<file path="src/rtl/booth_mult.sv">
// Sequential radix-2 Booth multiplier: 32x32 signed, one iteration per clock.
// The low product word is registered at completion, and a flag reports when the full product needs more than 32 bits.
module booth_mult (
  input  logic        clock,
  input  logic        reset,
  input  logic [31:0] data_operandA,
  input  logic [31:0] data_operandB,
  input  logic        ctrl_MULT,
  output logic [31:0] data_result,
  output logic        data_exception,
  output logic        data_resultRDY,
  output logic        busy
);

  typedef enum logic [1:0] {IDLE, RUN, DONE} state_e;

  state_e      state_q, state_d;
  logic [4:0]  count_q, count_d;
  logic [31:0] mcand_q, mcand_d;
  logic [65:0] product_q, product_d;
  logic [31:0] result_q, result_d;
  logic        exc_q, exc_d;

  // 33-bit accumulator so that negating 0x80000000 cannot overflow.
  logic [32:0] mcand_ext;
  logic [32:0] acc_sum;
  logic [65:0] step;

  assign mcand_ext = {mcand_q[31], mcand_q};

  always_comb begin
    acc_sum = product_q[65:33];
    unique case (product_q[1:0])
      2'b01:   acc_sum = product_q[65:33] + mcand_ext;
      2'b10:   acc_sum = product_q[65:33] + ~mcand_ext + 33'd1;
      default: acc_sum = product_q[65:33];
    endcase
    step = {acc_sum[32], acc_sum, product_q[32:1]};
  end

  // NOTE: every always_comb output gets a default first, so no path can infer a latch.
  always_comb begin
    state_d   = state_q;
    count_d   = count_q;
    mcand_d   = mcand_q;
    product_d = product_q;
    result_d  = result_q;
    exc_d     = exc_q;
    unique case (state_q)
      IDLE, DONE: begin
        if (ctrl_MULT) begin
          mcand_d   = data_operandA;
          product_d = {33'b0, data_operandB, 1'b0};
          count_d   = 5'd0;
          state_d   = RUN;
        end else begin
          state_d   = IDLE;
        end
      end
      RUN: begin
        product_d = step;
        if (count_q == 5'd31) begin
          state_d  = DONE;
          result_d = step[32:1];
          exc_d    = (step[64:33] != {32{step[32]}});
        end else begin
          count_d  = count_q + 5'd1;
        end
      end
      default: state_d = IDLE;
    endcase
  end

  // NOTE: reset is synchronous, so it is tested inside the clocked block and not in the sensitivity list.
  // NOTE: sequential state uses non-blocking assignments, so every register samples the pre-edge values.
  always_ff @(posedge clock) begin
    if (!reset) begin
      state_q   <= IDLE;
      count_q   <= 5'd0;
      mcand_q   <= 32'd0;
      product_q <= 66'd0;
      result_q  <= 32'd0;
      exc_q     <= 1'b0;
    end else begin
      state_q   <= state_d;
      count_q   <= count_d;
      mcand_q   <= mcand_d;
      product_q <= product_d;
      result_q  <= result_d;
      exc_q     <= exc_d;
    end
  end

  assign data_result    = result_q;
  assign data_exception = exc_q;
  assign data_resultRDY = (state_q == DONE);
  assign busy           = (state_q == RUN);

endmodule

</file>
<file path="config.mk">
export PLATFORM = sky130hd
export DESIGN_NAME = booth_mult
export DESIGN_NICKNAME = d
export VERILOG_FILES = /design/src/rtl/booth_mult.sv
export SDC_FILE = /design/constraint.sdc
export NUM_CORES = 1
export LEC_CHECK = 0
export ABC_AREA = 1
export ABC_CLOCK_PERIOD_IN_PS = 2900
export CAP_MARGIN = 20
export CORE_UTILIZATION = 37
export CTS_CLUSTER_DIAMETER = 120
export DETAILED_ROUTE_END_ITERATION = 8
export GPL_TIMING_DRIVEN = 0
export HOLD_SLACK_MARGIN = 0.06
export REMOVE_ABC_BUFFERS = 1
export SLEW_MARGIN = 0
export SYNTH_ARGS = -nofsm -noshare
export SYNTH_HDL_FRONTEND = slang
export SYNTH_SLANG_ARGS = --single-unit
</file>
<file path="constraint.sdc">
create_clock -name clock -period 2.9 [get_ports clock]
set_input_delay 0.29 -clock clock [delete_from_list [all_inputs] [get_ports clock]]
set_output_delay 0.29 -clock clock [all_outputs]
set_load 0.02 [all_outputs]
</file>
==> flow_metrics.tcl <==
set metrics [dict create \
    viasPerCell 5.120 \
    cp_slowest_cell "fa_2" \
    mappedNetlistArea_um2 11860 \
    start_util 0.3758 \
    drv_cap 0 \
    p_leak_nw 6.695 \
    crit_type "flop to flop" \
    antennaDiodeCount 0 \
    globalRouteMet3Util 0.05402 \
    hp-start "reset" \
    hold_violations 0 \
    drive_gt1_frac 0.1399 \
    path_max_fanout 4 \
    grt_start_max_net_pins 83 \
    syn_area_per_cell_um2 5.989 \
    max_freq_mhz 347.2 \
    cp_top_family "simple AND/OR/NAND/NOR gates" \
    vias 12520 \
    relSlewSlack 0.4291 \
    drc_errors 0 \
    async_reset_ff_frac 0 \
    finalCritPeriodShare 0.9933 \
    routed_wl_mm 41.10 \
    p_total_w 0.007021 \
    end_kind "flop" \
    ir_drop_v 0.0003608 \
    syn_inst 1980 \
    clk_path_buf_depth 2 \
    finalCriticalPeriod_ns 2.880 \
    layout.nets 2168 \
    clkSinkCount 137 \
    htree_levels 4 \
    critPathRequiredTime_ns 3.25 \
    rrSetupSlack_ns 0.02 \
    final_cell_mix "nand2_1 (540), inv_1 (298), nand3_1 (191)" \
    die_y_um 181.0 \
    met1_usage 0.3212 \
    worstMarginPinSlew_ns 0.8552 \
    yosysWarningCount 0 \
    worstReg2RegStart "product_q[33]" \
    r2r_cells 23 \
    critPathMostFrequentCell "nand2_1" \
    ys_ff_latch 137 \
    root_buffer "clkbuf_16" \
    setup_viol 0 \
    antenna_found_initial 1 \
    crit_arrival_ns 3.23 \
    outcome "finished clean" \
    drtAntennaViolNets 0 \
    hold_buffers 0 \
    die_width_um 181.0 \
    wire_per_inst_um 16.80 \
    clk_pin_slew_ns 0.07 \
    path_cells "inv_1, ha_2, fa_2, inv_2, nand2_1, nand2_2, nand3_2, nand2_2, nand2_1, nand3_1, nand3_2, nand2_2, nand2_1, nor2_1, nand2_1, nand2_2, nand2_1, a21oi_2, nand2_2, nor2_4, nand3_1, nand2_1, inv_1" \
    rsz0062_at_grt "yes" \
    holdPathStages 3 \
    numCtsBuffers 17 \
    drv_slew 0 \
    synth_cell_types 45 \
    portBuffers 101 \
    grt_usage 0.2505 \
    rr_endpoint "data_exception" \
    grt_pass1_vias 12130 \
    cts_tree "yes" \
    hold_class "input pin to flop" \
    synth_flop_cell "dfxtp_1" \
    use_met2 0.4133 \
    start_kind "flop" \
    fin_skew_ns 0.01878 \
    yosysTopAreaCell "dfxtp_1" \
    crit_buf_inv 3 \
    dieArea_um2 32770 \
    grt_busiest_layer "met2" \
    overflow 0 \
    drtIter0Drc 728 \
    syn_to_final_growth_pct 19.29 \
    ys_seq_area_frac 0.2313 \
    ios 102 \
    place_congestion 0.9443 \
    hpwl_mm 30.60 \
    netlist.area_leader.share 0.2313 \
    min_to "mcand_q[23]" \
    layout_commonest_cell "nand2_1" \
    synth-edff-count 0 \
    rows 65 \
    crit_path_max_incr_delay_ns 0.42 \
    fillers 3363 \
    synth.area.top_cells "dfxtp_1 (23%), nand2_1 (17%), inv_1 (9.6%)" \
    grt_pass1_wl_mm 64.39 \
    first_pass_iters 5 \
    hold_slack_ns 0.2301 \
    clk_latency_ns 0.45 \
    power.density_nw_per_um2 496.4 \
    fp.coreArea_um2 31560 \
]
[layout make-up]
cell class              instances  area [um^2]  area share
multi-input cells            1427         7757      0.5484
flip-flops and latches        137         2749      0.1943
repair buffers                122         1291     0.09129
inverters                     325         1241     0.08775
well taps                     402        503.0     0.03556
clock buffers                  17        425.4     0.03008
clock inverters                15        170.2     0.01203
repair inverters                1        7.507   0.0005307
[cells in the mapped netlist (22+ instances only)]
master    instances
nand2_1         549
nor2_2           26
nand3_1         197
dfxtp_1         137
clkbuf_1         39
nor3_1           35
nor2_1          159
or2_2            22
inv_1           304
a21oi_1         108
o21ai_0         100
nand2_2          34
ha_1             68
[routing by layer]
metal | part of all wire | vias up
met2 | 0.45 | 318
li1 | - | 6328
met4 | 0.026 | 2
met1 | 0.46 | 5821
met5 | 0.00027 | -
met3 | 0.062 | 54
[through the flow]
| step | setup TNS [ns] | cells | cell area, um^2 | setup slack [ns] | util |
|---|---|---|---|---|---|
| global route | -0.1354 | 2446 | 14140 | -0.1354 | 0.4483 |
| finish | 0 | 2446 | 14140 | 0.01955 | 0.4483 |
| global placement | -713.72 | 2392 | 12840 | -7.550 | 0.4068 |
| detailed placement | -30.35 | 2399 | 13030 | -1.456 | 0.4128 |
| CTS | -0.1075 | 2436 | 13750 | -0.1075 | 0.4357 |
| floorplan | -194.30 | 1889 | 11320 | -2.250 | - |
[cell families (layout without fill, tap and decap cells)]
family | count (synthesis) | after routing | share of synthesized area
adder cells (fa/ha/maj) | 70 | 70 | 0.07513
XOR/XNOR | 1 | 1 | 0.0007388
flip-flops | 137 | 137 | 0.2313
AND/OR/NAND/NOR | 1091 | 1091 | 0.4188
buffers and inverters | 416 | 480 | 0.1484
AO/OA/AOI/OAI | 265 | 265 | 0.1257
[sequential cells by signal, indices dropped and copies added, names as in the netlist]
signal	count
state_q	2
mcand_q	32
product_q	65
count_q	5
data_result	32
data_exception	1
[where the power goes]
group,switching (W),total [W],internal [W]
clock network,0.00110,0.00226,0.00117
logic,0.00169,0.00262,0.000926
registers,0.000109,0.00214,0.00203
total,0.00289,0.00702,0.00413
[worst min-delay path: stages]
cell     delay [ns]
buf_4          0.19
o21ai_0        0.10
a21oi_1        0.04
[worst max path at each step]
stage	from	endpoint	cells after the start
global route	mcand_q[0]	data_exception	23
CTS	product_q[33]	data_exception	23
floorplan	state_q[0]	data_result[31]	8
global placement	state_q[0]	product_q[22]	6
finish	product_q[33]	data_exception	23
detailed placement	product_q[1]	data_exception	17
[timing repair]
| item | CTS | global route |
|---|---|---|
| gates resized for setup | 21 | 75 |
| buffers inserted | 4 | 10 |
| endpoints found under the setup margin | 34 | 34 |
| pin swaps | 0 | 12 |
| cloned | 1 | 0 |
(Power assumes the default switching activity.)
